File: src/rtl/ad7606_emu.sv
// AD7606 device emulator: the responder end of the AD7606 parallel interface.
// It answers CONVST/CS/RD/RESET with BUSY, FRSTDATA and up to NCH channel
// words on the 16-bit bus. All inputs come from the clk domain.
// Optional feature macro: AD7606_EMU_PATTERN_EN. When it is defined,
// ch_data_in is ignored and each channel word is generated as
// base + n*STEP, with base advancing by STEP per completed conversion.
module ad7606_emu #(
    parameter int          CONV_CYC = 200,
    parameter int          NCH      = 8,
    parameter logic [15:0] STEP     = 16'd257
) (
    input  logic              clk,
    input  logic              rst_n,
    input  logic              ad_convstab,
    input  logic              ad_cs,
    input  logic              ad_rd,
    input  logic              ad_reset,
    input  logic [2:0]        ad_os,
    input  logic [16*NCH-1:0] ch_data_in,
    output logic [15:0]       ad_data,
    output logic              ad_busy,
    output logic              first_data,
    output logic              conv_done
);

    localparam int PW = $clog2(NCH + 1);

    typedef enum logic [1:0] {IDLE, CONV, READ} state_t;

    state_t            state;
    state_t            state_nxt;
    logic              convst_q;
    logic              rd_q;
    logic              convst_rise;
    logic              rd_fall;
    logic [2:0]        os_eff;
    logic [12:0]       conv_len;
    logic [12:0]       cnt;
    logic [PW-1:0]     ptr;
    logic [16*NCH-1:0] samples;
`ifdef AD7606_EMU_PATTERN_EN
    logic [15:0]       base;
`endif

    // Edge-detect registers; they keep tracking through ad_reset so that a
    // level held high across the device reset is not seen as a new edge.
    always_ff @(posedge clk) begin
        if (!rst_n) begin
            convst_q <= 1'b0;
            rd_q     <= 1'b0;
        end else begin
            convst_q <= ad_convstab;
            rd_q     <= ad_rd;
        end
    end

    assign convst_rise = ad_convstab & ~convst_q;
    assign rd_fall     = ~ad_rd & rd_q;
    // Oversampling code 7 is invalid on the real part; treat it as no oversampling.
    assign os_eff      = (ad_os == 3'd7) ? 3'd0 : ad_os;
    assign conv_len    = 13'((CONV_CYC << os_eff) - 1);

    // State register; device reset behaves like the system reset.
    always_ff @(posedge clk) begin
        if (!rst_n || ad_reset) begin
            state <= IDLE;
        end else begin
            state <= state_nxt;
        end
    end

    // Next-state logic: convst during CONV is ignored, convst wins over rd in READ.
    always_comb begin
        state_nxt = state;
        case (state)
            IDLE:    if (convst_rise) state_nxt = CONV;
            CONV:    if (cnt == 13'd0) state_nxt = READ;
            READ:    if (convst_rise) state_nxt = CONV;
            default: state_nxt = IDLE;
        endcase
    end

    // BUSY is high exactly while a conversion is counting down.
    always_comb begin
        ad_busy = (state == CONV);
    end

    // Conversion counter, sample latch and read-out register.
    always_ff @(posedge clk) begin
        if (!rst_n || ad_reset) begin
            ad_data    <= 16'h0000;
            first_data <= 1'b0;
            conv_done  <= 1'b0;
            ptr        <= '0;
            cnt        <= '0;
`ifdef AD7606_EMU_PATTERN_EN
            base       <= 16'h0000;
`endif
        end else begin
            conv_done <= 1'b0;
            case (state)
                IDLE: begin
                    if (convst_rise) cnt <= conv_len;
                end
                CONV: begin
                    if (cnt == 13'd0) begin
`ifdef AD7606_EMU_PATTERN_EN
                        for (int n = 0; n < NCH; n++) begin
                            samples[16*n +: 16] <= base + 16'(n * int'(STEP));
                        end
                        base <= base + STEP;
`else
                        samples <= ch_data_in;
`endif
                        conv_done <= 1'b1;
                        ptr       <= '0;
                    end else begin
                        cnt <= cnt - 13'd1;
                    end
                end
                READ: begin
                    if (convst_rise) begin
                        cnt        <= conv_len;
                        ptr        <= '0;
                        first_data <= 1'b0;
                    end else if (rd_fall && !ad_cs) begin
                        if (ptr < PW'(NCH)) begin
                            ad_data    <= samples[16*ptr +: 16];
                            first_data <= (ptr == '0);
                            ptr        <= ptr + 1'b1;
                        end else begin
                            // Past the last channel: bus reads zero, pointer holds.
                            ad_data    <= 16'h0000;
                            first_data <= 1'b0;
                        end
                    end
                end
                default: ;
            endcase
        end
    end

endmodule

File: config.mk
export PLATFORM = sky130hd
export DESIGN_NAME = ad7606_emu
export DESIGN_NICKNAME = d
export VERILOG_FILES = /design/src/rtl/ad7606_emu.sv
export SDC_FILE = /design/constraint.sdc
export NUM_CORES = 1
export LEC_CHECK = 0
export CELL_PAD_IN_SITES_DETAIL_PLACEMENT = 1
export CELL_PAD_IN_SITES_GLOBAL_PLACEMENT = 1
export CORE_MARGIN = 2
export CORE_UTILIZATION = 38
export CTS_BUF_LIST = sky130_fd_sc_hd__clkbuf_2 sky130_fd_sc_hd__clkbuf_4 sky130_fd_sc_hd__clkbuf_8
export CTS_CLUSTER_DIAMETER = 50
export DETAILED_ROUTE_END_ITERATION = 16
export PLACE_DENSITY = 0.85
export SLEW_MARGIN = 30
export SYNTH_ARGS = -nofsm -noshare
export SYNTH_HDL_FRONTEND = slang
export SYNTH_SLANG_ARGS = --single-unit
File: constraint.sdc
create_clock -name clk -period 4.9 [get_ports clk]
set_clock_uncertainty 0.1 [all_clocks]
set_input_delay 0.49 -clock clk [delete_from_list [all_inputs] [get_ports clk]]
set_output_delay 0.49 -clock clk [all_outputs]
set_load 0.05 [all_outputs]
### Word level (Yosys, flattened, before mapping)

Cells that the tools add are included.

* bits in registers: 167
* input bits: 137
* word-level logic and storage cells: 65

* $add $sub $neg: 3
* magnitude comparators: 1
* equality and inequality tests: 8
* shift-type cells: 2
* muxes and demuxes: 17
* bitwise logic cells: 7
* reduce and logical (&&, ||, !) cells: 18

Operator list (count)
* $shiftx A128 B9 Y16: 1
* $mux W13: 2
* $pmux W13 S2: 1
* $mux W16: 1
* $mux W4: 4
* $logic_not A13 Y1: 1
* $shl A8 B3 Y13 const A: 1
* $sub A13 B1 Y13 const B: 1
* $sub A13 B2 Y13 const B: 1
* $reduce_and A3 Y1: 3
* $pmux W4 S2: 1
* $ne A3 B3 Y1 const B: 2
* $reduce_bool A2 Y1: 3
* $not A1 Y1: 5
* $add A4 B1 Y4 const B: 1
* $logic_not A4 Y1: 1
* $lt A4 B4 Y1 const B: 1
* $mux W1: 4
* $mux W2: 2
* $ne A2 B1 Y1 const B: 2
* $pmux W2 S2: 1
* $reduce_and A2 Y1: 2
* $reduce_and A4 Y1: 1
* $reduce_or A2 Y1: 2
* other kinds (10): 12

### Logic depth before layout (Yosys ltp)

Gate-level depths: netlist (run 1).

* depth after elaboration: 6
* gate-level depth with buffers: 10
* mapped depth without buffers: 9

### Worst setup path before layout (run 1)

No wires, ideal clock.

* kind: reg2reg
* start: register cnt[0]
* end: register samples[0], enable pin
* setup time: 503 ps
* data arrival time: 4048 ps
* data required time: 4297 ps
* slack: 248 ps
* cell stages (with the launch flop): 6
* path through: dfxtp_1 inv_1 ha_1 nor4b_2 and3_1 and3_1

* cells in the longest elaborated chain, start to end: 2

Ends and longest elaborated chain
* start, declared: RTL line 38 `logic [12:0] cnt;`
* start signal, assigned: RTL line 103 `if (convst_rise) cnt <= conv_len;`
* start signal, assigned: RTL line 118 `cnt <= cnt - 13'd1;`
* start signal, assigned: RTL line 123 `cnt <= conv_len;`
* $logic_not A13 Y1: RTL line 106 `if (cnt == 13'd0) begin`
* $reduce_and A3 Y1 (no source line)
* end signal, assigned: RTL line 113 `samples <= ch_data_in;`
* end, declared: RTL line 40 `logic [16*NCH-1:0] samples;`

No other way between the ends.
A chain may end at the register's enable or synchronous reset.

### Final worst setup path (run 1)

* start: register state[0]
* end: output port ad_busy

* cells in the longest elaborated chain, start to end: 1

Ends and longest elaborated chain
* start, declared: RTL line 30 `state_t state;`
* start signal, assigned: RTL line 68 `state <= state_nxt;`
* $eq A2 B1 Y1: RTL line 85 `ad_busy = (state == CONV);`
* end, declared: RTL line 21 `output logic ad_busy,`

No other way between the ends.

==> impl_metrics.csv, run 1 <==
group,metric,value,unit
run_status,status,"complete, no violations",
timing,maxSlewViolCount,0,
place,io_buffers,155,
worst_setup_path,reg2reg_to,"ad_data[3]$_SDFFE_PP0P_",
worst_setup_path,endpoint_kind,"primary output",
worst_setup_path,critPathBufInv,2,
min_path,hold_end,"cnt[3]$_SDFFE_PP0P_",
worst_setup_path,reg2reg_depth,5,
yosys,synth-edff-count,128,
cts,clk_latency,0.46,ns
yosys,synthArstFlopShare,0,%
yosys,avgSynthCellArea,14.5,um2
power_and_ir_drop,power_density,307,nW/um2
worst_setup_path,crit_family,"buffers and inverters",
yosys,ys_seq_elements,167,
worst_setup_path,crit_arrival,2.73,ns
routing,drcViolationCount,0,
worst_setup_path,critical_path.max_stage_delay,0.97,ns
power_and_ir_drop,leakage,0.00302,uW
global_route,grt_max_degree,56,
global_route,first_global_vias,5163,
routing,ant_nets,0,
worst_setup_path,reg2reg_slack,1.69,ns
routing,wl,18600,um
yosys,syn-num-nets,624,
finish,drive_above_1_share,12.0,%
cts,clockBufferDepth,2,
timing,grt_setup_unrepaired,"no",
cts,post_cts_resized,0,
routing,wire_per_inst,21.4,um
cts,clk_pin_slew_worst_paths,0.09,ns
worst_setup_path,cp.required,4.31,ns
routing,vias,4649,
global_route,grt_pass1_wl,28900,um
cts,cts_setup_buffers,0,
timing,slew_headroom,35.3,%
timing,worstMarginPinSlew,0.969,ns
die,fp.coreArea,17900,um2
worst_setup_path,reg2reg_from,"state[0]$_SDFFE_PP0P_",
finish,area_growth,31.3,%
routing,drt_iter0_drc,326,
yosys,ys.flop_type,"edfxtp_1",
cts,clockRootBuffer,"clkbuf_8",
place,place.gp.congestion,0.863,
timing,hold_ws,0.435,ns
cts,cts_buffers,17,
die,fp-row-count,49,
power_and_ir_drop,ir_worst_vdd,0.227,mV
worst_setup_path,critPathMaxFanout,29,
worst_setup_path,crit_slowest_cell,"dfxtp_1",
routing,via_per_inst,5.34,
yosys,synthCells,477,
min_path,min_path_type,"flip-flop to flip-flop",
yosys,ys_seq_area_share,66.8,%
worst_setup_path,worst_setup_path_start_kind,"flip-flop",
die,die_h,139,um
yosys,ys_warn_count,0,
global_route,gr-total-overflow,0,
global_route,grt_antenna_before_repair,0,
yosys,synth_cell_types,57,
timing,layout_worst_path_cycle_share,67.8,%
die,dieWidth,139,um
timing,final.min_clock_period,3.32,ns
die,start_util,38.6,%
die,dieArea,19300,um2
timing,setup_viol,0,
timing,fmax,301,MHz
min_path,whs_path_depth,2,
global_route,grt_use_total,19.6,%
power_and_ir_drop,finalPower,2790,uW
routing,first_pass_iters,4,
cts,htreeDepth,4,
worst_setup_path,critical_path.cell_chain,"nand2b_1 > inv_1 > clkdlybuf4s50_1",
min_path,min_from,"cnt[3]$_SDFFE_PP0P_",
flow_run,maxCapViolCount,0,
cts,clock-sinks,167,
worst_setup_path,crit_type,"flip-flop to primary output",
cts,cts_tree,"yes",
cts,cts-hold-fix-buffers,0,
timing,final_hold_viol_count,0,
yosys,syn_area,6920,um2
place,hpwl,13200,um
finish,final_nets,775,
timing,setup_tns,0,ns
die,ios,156,
finish,diodes,0,
-- metrics by stage --
stage	cell area [um2]	std cells	setup WS (ns)	util, %
2_1_floorplan	6920	477	0.248	-
3_3_place_gp	8680	838	1.78	48.5
3_5_place_dp	8680	838	1.58	48.5
4_1_cts	9080	870	1.57	50.7
5_1_grt	9080	870	1.45	50.7
6_report	9080	870	1.58	50.7
-- Yosys cell counts, drive strengths merged, types with 4 or more instances --
cell type / instances / area (um2)
nand2: 63 / 236
edfxtp: 128 / 3840
buf: 9 / 55.1
nor2: 31 / 119
a21oi: 16 / 80.1
inv: 13 / 48.8
o21ai: 14 / 70.1
a22oi: 18 / 135
ha: 10 / 125
dfxtp: 39 / 781
clkbuf: 18 / 67.6
nand2b: 6 / 37.5
nor2b: 4 / 25.0
o21a: 4 / 30.0
mux4: 32 / 721
nor3: 7 / 35.0
or3: 6 / 37.5
o211ai: 4 / 35.0
-- power by group --
part / switching (uW) / total, uW / leakage, uW / internal, uW
Sequential: 12.9 / 1550 / 0.00147 / 1540
Clock: 537 / 1000 / 0.000203 / 464
Combinational: 100 / 238 / 0.00134 / 138
Total: 650 / 2790 / 0.00302 / 2140
-- placed cells by master, fill, tap and decap left out, types with 10 or more instances in the layout --
cell / count
a21oi_1: 16
a22oi_1: 18
clkbuf_8: 17
clkdlybuf4s50_1: 155
dfxtp_1: 37
edfxtp_1: 128
ha_1: 10
inv_1: 13
mux4_2: 32
nand2_1: 63
nor2_1: 30
-- worst max-delay path by stage --
| stage | startpoint | endpoint | slack, ns | cells past startpoint |
|---|---|---|---|---|
| 3_3_place_gp | ad_rd | ptr[1]$_SDFFE_PP0P_ | 1.78 | 6 |
| 5_1_grt | state[0]$_SDFFE_PP0P_ | ad_busy | 1.45 | 3 |
| 3_5_place_dp | ad_rd | ad_data[15]$_SDFFE_PP0P_ | 1.58 | 6 |
| 6_report | state[0]$_SDFFE_PP0P_ | ad_busy | 1.58 | 3 |
| 4_1_cts | state[0]$_SDFFE_PP0P_ | ad_busy | 1.57 | 3 |
| 2_1_floorplan | cnt[0]$_SDFFE_PP0P_ | samples[0]$_DFFE_PP_ | 0.25 | 5 |
-- per-layer routing --
layer | vias up | part of all wire [%] | GRT usage [%]
met1 | 2339 | 40 | 23.1
met4 | 0 | 2.3 | 7.28
li1 | 2116 | - | -
met2 | 161 | 53 | 34.7
met3 | 33 | 4.8 | 4.94
met5 | - | 0 | 0
-- worst reg2reg max path, cell delays in order, from the launching register on --
cell and delay (ns):
dfxtp_1 0.63, nor2b_1 0.43, nand3_1 0.66, nor2_2 0.91, a22oi_1 0.19, nor2_1 0.21
-- logic make-up after synthesis --
kind of cell	count (synthesis)	share of synthesized area, %
adder cells (fa/ha/maj)	10	1.81
AO/OA/AOI/OAI	82	8.16
buffers and inverters	41	2.53
flip-flops	167	66.8
AND/OR/NAND/NOR	141	9.73
multiplexers	32	10.4
XOR/XNOR	4	0.507
-- final cells by class --
type | count | area [um2]
flip-flops and latches | 167 | 4630
repair buffers | 159 | 1590
clock inverters | 15 | 165
well taps | 229 | 287
multi-input cells | 269 | 2120
inverters | 14 | 52.6
fillers | 1786 | 8820
clock buffers | 17 | 234
-- state kept, by name, indices dropped and copies added (netlist names) --
| signal | flops |
|---|---|
| samples | 128 |
| convst_q | 1 |
| ad_data | 16 |
| first_data | 1 |
| state | 2 |
| cnt | 13 |
| ptr | 4 |
| conv_done | 1 |
| rd_q | 1 |
(Power assumes the default switching activity.)
==> inputs of run 2 (changes only) <==
Settings changed: CORE_UTILIZATION 38 to 42, PLACE_DENSITY 0.85 to 0.89.
Clock period 4.9 ns to 3.3 ns, I/O delays scaled along.
==> impl_metrics.csv, run 2 (same netlist as run 1, synthesis figures left out) <==
group,metric,value,unit
worst_setup_path,critPathMaxFanout,29,
timing,setup_viol,0,
power_and_ir_drop,ir_worst_vdd,0.326,mV
power_and_ir_drop,leakage,0.00305,uW
cts,clockRootBuffer,"clkbuf_8",
timing,setup_tns,0,ns
worst_setup_path,reg2reg_slack,0.72,ns
die,ios,156,
place,place.gp.congestion,0.801,
worst_setup_path,reg2reg_to,"samples[87]$_DFFE_PP_",
worst_setup_path,reg2reg_from,"cnt[1]$_SDFFE_PP0P_",
global_route,grt_pass1_wl,32800,um
finish,final_nets,783,
place,dpl_cell_area,8760,um2
cts,cts_setup_buffers,0,
worst_setup_path,crit_type,"flip-flop to primary output",
die,dieArea,17500,um2
timing,layout_worst_path_cycle_share,82.6,%
cts,clk_pin_slew_worst_paths,0.10,ns
routing,ant_nets,0,
global_route,gr-total-overflow,0,
finish,area_growth,32.0,%
routing,drcViolationCount,0,
finish,mostFrequentLayoutCell,"clkdlybuf4s50_1",
die,dieWidth,132,um
timing,fmax,367,MHz
timing,hold_ws,0.301,ns
routing,vias,4976,
worst_setup_path,cp-endpoint,"ad_busy",
timing,final_hold_viol_count,0,
cts,clock-sinks,167,
cts,clockBufferDepth,2,
flow_run,maxCapViolCount,0,
cts,clk_latency,0.47,ns
power_and_ir_drop,power_density,449,nW/um2
cts,htreeDepth,4,
cts,cts_buffers,17,
die,start_util,43.2,%
cts,post_cts_resized,0,
finish,top_regs,"samples: 128 flops, ad_data: 16 flops, cnt: 13 flops",
worst_setup_path,timing.critical_path.from,"state[0]$_SDFFE_PP0P_",
timing,maxSlewViolCount,0,
routing,wl,21500,um
global_route,first_global_vias,5444,
global_route,grt_antenna_before_repair,0,
finish,design_area,9130,um2
worst_setup_path,reg2reg_depth,6,
routing,via_per_inst,5.75,
finish,diodes,0,
routing,first_pass_iters,5,
die,fp-row-count,46,
cts,cts_tree,"yes",
finish,drive_above_1_share,13.3,%
run_status,status,"complete, no violations",
worst_setup_path,worst_setup_path_start_kind,"flip-flop",
finish,regMostFlops,"samples",
timing,worstMarginPinSlew,0.966,ns
worst_setup_path,crit_arrival,2.29,ns
timing,grt_setup_unrepaired,"no",
timing,final.min_clock_period,2.72,ns
worst_setup_path,endpoint_kind,"primary output",
finish,final_cell_mix,"clkdlybuf4s50_1 (155), edfxtp_1 (128), nand2_1 (63)",
routing,wire_per_inst,24.9,um
place,io_buffers,155,
place,hpwl,13900,um
finish,utilization,57.1,%
cts,cts-hold-fix-buffers,0,
min_path,min_path_type,"input port to flip-flop",
global_route,grt_max_degree,40,
global_route,grt_use_total,25.2,%
routing,drt_iter0_drc,446,
die,fp.coreArea,16000,um2
timing,slew_headroom,35.6,%
finish,largest_reg_flops,128,
worst_setup_path,cp.required,2.87,ns
power_and_ir_drop,finalPower,4100,uW
die,die_h,132,um
==> run 2: worst min-delay path by stage <==
stage                                        from                      end  cells after the start
final                              ch_data_in[65]    samples[65]$_DFFE_PP_                      1
after global placement    first_data$_SDFFE_PP0P_  first_data$_SDFFE_PP0P_                      2
after CTS                          ch_data_in[40]    samples[40]$_DFFE_PP_                      1
after global routing               ch_data_in[65]    samples[65]$_DFFE_PP_                      1
after detailed placement  first_data$_SDFFE_PP0P_  first_data$_SDFFE_PP0P_                      2
after floorplan                     ch_data_in[0]     samples[0]$_DFFE_PP_                      0
==> run 2: report_power, final <==
group          internal, uW  leakage (uW)  total [uW]  switching (uW)
Clock                   551      0.000184        1430             883
Sequential             2280       0.00147        2300            16.4
Combinational           208       0.00139         370             162
Total                  3040       0.00305        4100            1060
==> run 2: per-layer routing <==
metal,track usage (%),vias up,wire length [um]
met5,0,-,0
met4,9.20,0,523
met3,6.04,34,1490
met2,44.8,247,11200
met1,29.9,2559,8290
li1,-,2136,-
==> run 2: worst max-delay path, stage by stage (launching register included) <==
cell	delay (ns)
dfxtp_1	0.32
buf_4	0.28
nand2b_1	0.16
inv_1	0.21
clkdlybuf4s50_1	0.85
==> run 2: cell type report <==
cell class | count | area [um2]
Fill cell | 1567 | 6870
Tap cell | 216 | 270
Clock buffer | 17 | 234
Sequential cell | 167 | 4630
Timing Repair Buffer | 167 | 1690
Inverter | 14 | 52.6
Clock inverter | 15 | 135
Multi-Input combinational cell | 269 | 2120
==> run 2: per-stage QoR <==
step / std cells / setup WS (ns)
floorplan: 477 / 0.0950
global route: 865 / 0.520
global placement: 833 / 0.502
finish: 865 / 0.576
detailed placement: 833 / 0.364
CTS: 865 / 0.589
